### src/rtl/box_arbiter.sv
// Two-requester round-robin arbiter in front of a single register box.
// One transaction in flight: accept, issue a box strobe, optionally wait for read data, respond.
module box_arbiter #(
  parameter int TIMEOUT = 4
) (
  input  logic       clk,
  input  logic       rst,
  input  logic       req0_valid,
  input  logic       req0_write,
  input  logic [1:0] req0_addr,
  input  logic [7:0] req0_wdata,
  output logic       req0_ready,
  input  logic       req1_valid,
  input  logic       req1_write,
  input  logic [1:0] req1_addr,
  input  logic [7:0] req1_wdata,
  output logic       req1_ready,
  output logic       rsp0_valid,
  output logic [7:0] rsp0_data,
  output logic       rsp0_err,
  output logic       rsp1_valid,
  output logic [7:0] rsp1_data,
  output logic       rsp1_err,
  output logic       box_read_enable,
  output logic       box_write_enable,
  output logic [1:0] box_address,
  output logic [7:0] box_write_data,
  input  logic [7:0] box_read_data,
  input  logic       box_read_active
);

  typedef enum logic [1:0] {IDLE, ISSUE, WAIT, RESP} state_t;

  // WAIT ends on the TIMEOUT-th cycle without read data; the 3-bit counter covers TIMEOUT <= 7.
  localparam logic [2:0] WAIT_LAST = 3'(TIMEOUT - 1);

  state_t     state, state_next;
  logic       rr;
  logic       cap_id;
  logic       cap_write;
  logic [1:0] cap_addr;
  logic [7:0] cap_wdata;
  logic [7:0] rsp_data_q;
  logic       rsp_err_q;
  logic [2:0] wait_cnt;
  logic [1:0] req_valid;
  logic       winner;
  logic       grant;
  logic       wait_done;

  assign req_valid = {req1_valid, req0_valid};
  assign wait_done = (wait_cnt >= WAIT_LAST);

  always_comb begin
    state_next = state;
    winner     = req_valid[rr] ? rr : ~rr;
    grant      = 1'b0;
    case (state)
      IDLE: begin
        grant = !rst && (|req_valid);
        if (grant) state_next = ISSUE;
      end
      ISSUE:   state_next = cap_write ? RESP : WAIT;
      WAIT:    if (box_read_active || wait_done) state_next = RESP;
      RESP:    state_next = IDLE;
      default: state_next = IDLE;
    endcase
  end

  assign req0_ready       = grant && !winner;
  assign req1_ready       = grant && winner;
  assign box_write_enable = (state == ISSUE) && cap_write;
  assign box_read_enable  = (state == ISSUE) && !cap_write;
  assign box_address      = cap_addr;
  assign box_write_data   = cap_wdata;

  // Responses are steered to the captured requester only; the other side stays quiet.
  assign rsp0_valid = (state == RESP) && !cap_id;
  assign rsp1_valid = (state == RESP) && cap_id;
  assign rsp0_data  = rsp0_valid ? rsp_data_q : 8'h00;
  assign rsp1_data  = rsp1_valid ? rsp_data_q : 8'h00;
  assign rsp0_err   = rsp0_valid && rsp_err_q;
  assign rsp1_err   = rsp1_valid && rsp_err_q;

  always_ff @(posedge clk) begin
    if (rst) begin
      state      <= IDLE;
      rr         <= 1'b0;
      cap_id     <= 1'b0;
      cap_write  <= 1'b0;
      cap_addr   <= 2'b00;
      cap_wdata  <= 8'h00;
      rsp_data_q <= 8'h00;
      rsp_err_q  <= 1'b0;
      wait_cnt   <= 3'd0;
    end else begin
      state <= state_next;
      case (state)
        IDLE: begin
          if (grant) begin
            cap_id     <= winner;
            cap_write  <= winner ? req1_write : req0_write;
            cap_addr   <= winner ? req1_addr  : req0_addr;
            cap_wdata  <= winner ? req1_wdata : req0_wdata;
            rr         <= ~winner;
            rsp_data_q <= 8'h00;
            rsp_err_q  <= 1'b0;
          end
        end
        ISSUE: begin
          wait_cnt <= 3'd0;
          if (cap_write) begin
            rsp_data_q <= cap_wdata;
            rsp_err_q  <= 1'b0;
          end
        end
        WAIT: begin
          if (box_read_active) begin
            rsp_data_q <= box_read_data;
            rsp_err_q  <= 1'b0;
          end else if (wait_done) begin
            rsp_data_q <= 8'h00;
            rsp_err_q  <= 1'b1;
          end else if (wait_cnt != 3'd7) begin
            wait_cnt <= wait_cnt + 3'd1;
          end
        end
        default: ;
      endcase
    end
  end

endmodule

### config.mk
export PLATFORM = sky130hd
export DESIGN_NAME = box_arbiter
export DESIGN_NICKNAME = d
export VERILOG_FILES = /design/src/rtl/box_arbiter.sv
export SDC_FILE = /design/constraint.sdc
export NUM_CORES = 1
export LEC_CHECK = 0
export CORE_UTILIZATION = 40
export CTS_CLUSTER_SIZE = 30
export DETAILED_ROUTE_END_ITERATION = 10
export PLACE_DENSITY = 0.75
export SLEW_MARGIN = 20
export SYNTH_ARGS = -nofsm -noshare
export SYNTH_HDL_FRONTEND = slang
export SYNTH_SLANG_ARGS = --single-unit
### constraint.sdc
create_clock -name clk -period 2 [get_ports clk]
set_input_delay 0.3 -clock clk [delete_from_list [all_inputs] [get_ports clk]]
set_output_delay 0.3 -clock clk [all_outputs]
set_load 0.01 [all_outputs]
# Yosys cells after proc, flatten, opt, wreduce, memory -nomap -nowiden
# Index checks and enable logic that the tools add are counted.
[word_totals] elab_cells=75 ff_bits=27 output_inout_bits=34 inputBits=35
[classes] n_reduce_logical=22 n_bitwise=2 n_lt_le_gt_ge=2 eq_ne=12 n_mux=27 addsub=1
[ops] operator="$mux 8" n=7
[ops] operator="$pmux 8 s3" n=1
[ops] operator="$ne 2x2->1 const B" n=7
[ops] operator="$mux 1" n=10
[ops] operator="$logic_and 1x1->1" n=9
[ops] operator="$mux 3" n=3
[ops] operator="$pmux 2 s4" n=1
[ops] operator="$reduce_and 4->1" n=2
[ops] operator="$mux 2" n=3
[ops] operator="$ne 3x3->1 const B" n=2
[ops] operator="$pmux 3 s2" n=1
[ops] operator="$eq 2x2->1 const B" n=2
[ops] operator="$logic_not 1->1" n=4
[ops] operator="$reduce_and 2->1" n=2
[ops] operator="$add 3x1->3 const B" n=1
[ops] operator="$ge 3x2->1 const B" n=1
[ops] operator="$pmux 1 s3" n=1
[ops] operator="$reduce_bool 3->1" n=1
[ops] operator="$eq 2x1->1 const B" n=1
[ops] operator="$logic_not 2->1" n=1
[ops] operator="$lt 1x2->1 const B" n=1
[ops] operator="$not 1->1" n=2
[ops] operator="$reduce_bool 2->1" n=1
[ops] operator="$reduce_or 2->1" n=1
[ops] operator="$logic_or 1x1->1" n=1

# Depth between registers and ports, before layout
# Gate-level depths: netlist (run 1).
[logic_depth] depth_word=5 mapped_depth=7 ltp_nobuf=7

# Worst setup path after synthesis (run 1)
# OpenSTA, ideal clock, no wires.
[synth_timing] path_type="flip-flop to output port" from="register state[0]" to="output req0_ready" t_arrival_ps=1300 n_path_buf=1 required_ps=1700 stages_incl_launch_ff=7 setup_slack_ps=400 path_cell_list="dfxtp_1 inv_1 ha_1 inv_1 nor2_2 buf_4 and2_1"
[synth_via] elab_chain_len=3
[synth_lines] element="from (decl)" line="37" rtl="state_t state, state_next;"
[synth_lines] element="from (signal assigned)" line="97" rtl="state <= state_next;"
[synth_lines] element="$logic_not 2->1" line="58" rtl="case (state)"
[synth_lines] element="$mux 1" line="58"
[synth_lines] element="$logic_and 1x1->1" line="70" rtl="assign req0_ready = grant && !winner;"
[synth_lines] element="to (decl)" line="12" rtl="output logic req0_ready,"
# Every way passes these cells.

# Worst setup path in the final report (run 1)
[layout_timing] from="register state[0]" to="output rsp0_err"
[layout_via] elab_chain_len=3
[layout_lines] element="$eq 2x2->1" line="78" rtl="assign rsp0_valid = (state == RESP) && !cap_id;"
[layout_lines] element="$logic_and 1x1->1" line="78"
[layout_lines] element="$logic_and 1x1->1" line="82" rtl="assign rsp0_err = rsp0_valid && rsp_err_q;"
[layout_lines] element="to (decl)" line="20" rtl="output logic rsp0_err,"
# Every way passes these cells.

==> summary.md, run 1 <==
| Metric | Value |
|---|---|
| # setup viols final | 0 |
| Slowest CP cell | dfxtp_2 |
| Starting DRT DRC Count | 31 |
| Core Util, Final | 64.0% |
| Worst R2R Path Depth | 6 |
| Worst Setup End Kind | primary output |
| PD cells | 947 mW/mm^2 |
| Clock sink count | 27 |
| # Post-CTS Setup Buffers | 0 |
| Dpl cells | 295 |
| Worst-Margin Slew | 0.332 ns |
| CTS tree | built |
| Initial antenna violation count | 0 |
| # nets final | 295 |
| Routed length per placed instance | 12.6 um |
| Fin crit period | 1.91 ns |
| Required time worst endpoint | 1.70 ns |
| Seq pwr share | 31.2% |
| Worst Setup Start Kind | flop |
| DR DRC count | 0 |
| Peak VDD IR | 0.616 mV |
| RSZ-0062 raised after global routing | false |
| N_diodes | 0 |
| Total gr overflow | 0 |
| Std-Cell Rows | 22 |
| Most frequent CP cell | buf_4 |
| Core area | 0.00377 mm^2 |
| Worst-Skew Late Latency | 0.27 ns |
| Layout cells sized above 1 | 16.7% |
| Critical Path AT | 1.61 ns |
| DRT Wirelength | 3770 um |
| Setup tns final | 0 ns |
| HP Class | flop to flop |
| Critical Path Stages | 6 |
| Crit share post-route | 95.6% |
| Fmax achieved | 523 MHz |
| Worst Setup Path Type | flop to primary output |
| Sw Share | 39.5% |
| Routability Congestion | 0.911 |
| Leakage power | 1.06 nW |
| Syn nets | 222 |
| Sequential share of the synthesized area | 33.4% |
| Die area | 0.00431 mm^2 |
| Status | finished clean |
| DR vias | 1503 |
| Vias in the first global route | 1353 |
| Place WS | -0.291 ns |
| Drt first pass iters | 4 |
| Mapped cell area | 0.00162 mm^2 |
| Pin count of the biggest net entering global routing | 28 |
| Final WS setup | 0.0883 ns |
| Syn Inst Count | 179 |
| Synth cell types | 36 |
| CTS Buf Count | 3 |
| Crit-path cells | buf_4 > ha_2 > nor2b_1 > buf_4 > and2_1 > dlygate4sd2_1 |
| Final Max Slew Viols | 0 |
| Effective utilization at floorplan | 42.9% |
| Port Buffers | 68 |
| Slew margin rel. | 77.9% |
| CTS Root Cell | clkbuf_8 |
| Clock skew | 0.00220 ns |
| Worst path bufs/invs | 3 |
| Max clock buf depth | 2 |
| DPL Wire Length | 3070 um |
| Reg clk slew, reported paths | 0.09 ns |
| Htree depth | 1 |
| Hold Path Cell Cnt | 2 |
| Die Wd | 65.6 um |
| Clk network pwr share | 13.6% |
| Synth warn | 0 |
| Synthesized flop and latch total | 27 |
| Crit-path max FO | 10 |
| GR Util All Layers | 18.5% |
| Avg Inst Size Synth | 9.04 um^2 |
| Via density | 5.03 |
| Switching power | 0.904 mW |
| Maxcap violations | 0 |
| Post-CTS Hold Buffers | 0 |
| Antenna Violating Nets Remaining | 0 |
| Largest stage delay on the critical path | 0.33 ns |
| Filler instances | 345 |
| Logic pwr share | 55.2% |
| Area of the multi-input gates | 982 um^2 |
| Final Non-Filler Cells | 299 |
| First-pass GRT wire length | 6210 um |
| Worst hold slack | 0.488 ns |
| Fin. Hold Viols | 0 |
| Die height | 65.6 um |
| I/O pin count | 69 |
| Internal | 1.38 mW |
| Crit path max-delay family | buffers and inverters |
| Sequential Area | 542 um^2 |
| P&R area growth vs syn | 49.2% |
area by class of cell:
class / instances / share of cell area (%)
tap: 48 / 2.49
clock buffer: 3 / 1.71
timing repair buffer: 83 / 31.6
inverter: 6 / 0.933
sequential: 27 / 22.4
multi-input combinational: 131 / 40.7
clock inverter: 1 / 0.207
path summary, 6_finish.rpt:
path,start,slack (ns),to
worst max-delay path,state[0],0.09,rsp0_err
worst min-delay path,rsp_data_q[1],0.49,rsp_data_q[1]
worst max register to register,wait_cnt[0],0.23,state[0]
worst min register to register,rsp_data_q[1],0.49,rsp_data_q[1]
worst reg2reg max path, cell delays in order, from the launching register on:
cell,delay [ns]
dfxtp_1,0.34
ha_1,0.23
ha_1,0.21
nor4b_4,0.32
a22o_2,0.33
nor4_1,0.07
a211oi_1,0.19
cells in the mapped netlist:
master | count | share of area [%]
o21bai_4 | 1 | 1.2
nor3_1 | 1 | 0.31
mux2_1 | 1 | 0.70
buf_2 | 1 | 0.31
mux2i_2 | 1 | 0.85
a211oi_2 | 9 | 7.0
buf_6 | 1 | 0.70
nor4_1 | 1 | 0.39
nand4_1 | 8 | 3.1
ha_1 | 8 | 6.2
nor2_2 | 1 | 0.39
nand3b_2 | 1 | 0.70
buf_1 | 3 | 0.70
a211oi_1 | 3 | 1.4
o21ai_0 | 1 | 0.31
buf_4 | 4 | 1.9
inv_2 | 1 | 0.23
a2bb2oi_1 | 1 | 0.54
o21ai_1 | 9 | 2.8
or2_1 | 2 | 0.77
inv_1 | 5 | 1.2
clkbuf_1 | 6 | 1.4
nand4b_1 | 1 | 0.54
and3_1 | 9 | 3.5
nor2b_1 | 2 | 0.77
nand2b_1 | 1 | 0.39
nor4b_4 | 1 | 1.5
a21oi_1 | 11 | 3.4
nand2_1 | 5 | 1.2
or2_2 | 1 | 0.39
dfxtp_1 | 27 | 33
a22o_1 | 9 | 4.9
and2_1 | 14 | 5.4
mux2i_1 | 12 | 7.4
nor2_1 | 16 | 3.7
a22oi_2 | 1 | 0.77
power groups by stage:
| stage | Sequential [mW] | Clock (mW) | Combinational, mW |
|---|---|---|---|
| after CTS | 0.711 | 0.318 | 1.25 |
| after global routing | 0.726 | 0.343 | 1.39 |
| after detailed placement | 0.724 | 0 | 1.27 |
| final | 0.712 | 0.311 | 1.26 |
| after global placement | 0.721 | 0 | 1.24 |
| after floorplan | 0.742 | 0 | 0.764 |
routing by layer:
layer / GRT usage, % / up-vias / wire length (um)
met5: 0 / - / 0
li1: - / 784 / -
met2: 32.8 / 51 / 1870
met4: 5.98 / 0 / 45
met3: 3.13 / 7 / 199
met1: 22.2 / 661 / 1650
cell families after synthesis:
logic type | after synthesis | share of synthesized area, %
flip-flops | 27 | 33.4
buffers and inverters | 21 | 6.34
multiplexers | 14 | 8.96
adder cells (fa/ha/maj) | 8 | 6.18
AO/OA/AOI/OAI | 45 | 22.2
AND/OR/NAND/NOR | 64 | 23.0
through the flow:
stage | power, mW | area (um^2)
after floorplan | 1.51 | 1620
after global placement | 1.97 | 2390
after detailed placement | 1.99 | 2390
after CTS | 2.28 | 2410
after global routing | 2.45 | 2410
final | 2.29 | 2410
flip-flops by register name, indices dropped and copies added, names as in the netlist, 2 cells and up:
signal          cells
state               2
box_write_data      8
wait_cnt            3
box_address         2
rsp_data_q          8
placed cells by master, fill, tap and decap left out, drive strengths merged:
cell           netlist  layout
clkdlybuf4s50        0      44
dfxtp               27      27
dlygate4sd2          0      17
nor2                17      17
buf                  9      15
and2                14      14
mux2i               13      13
a211oi              12      12
a21oi               11      11
o21ai               10      10
and3                 9       9
a22o                 9       9
nand4                8       8
ha                   8       8
inv                  6       6
nand2                5       5
clkdlybuf4s15        0       5
clkbuf               6       5
or2                  3       3
nor2b                2       2
o21bai               1       1
nor4b                1       1
a22oi                1       1
nand2b               1       1
nand3b               1       1
mux2                 1       1
nor4                 1       1
nor3                 1       1
nand4b               1       1
a2bb2oi              1       1
clkinv               0       1
what timing repair did:
item | 4_1_cts | 5_1_grt
endpoints found under the setup margin | 23 | 15
resized for setup | 25 | 12
endpoints found under the hold margin | 0 | 0
(Power assumes the default switching activity.)
==> run 2, diff against run 1 <==
--- a/config.mk
+++ b/config.mk
@@ -5,6 +5,7 @@
 export SDC_FILE = /design/constraint.sdc
 export NUM_CORES = 1
 export LEC_CHECK = 0
+export CAP_MARGIN = 20
 export CORE_UTILIZATION = 40
 export CTS_CLUSTER_SIZE = 30
 export DETAILED_ROUTE_END_ITERATION = 10
==> results of run 2 <==
Final layout, timing and power as in run 1 (identical DEF).
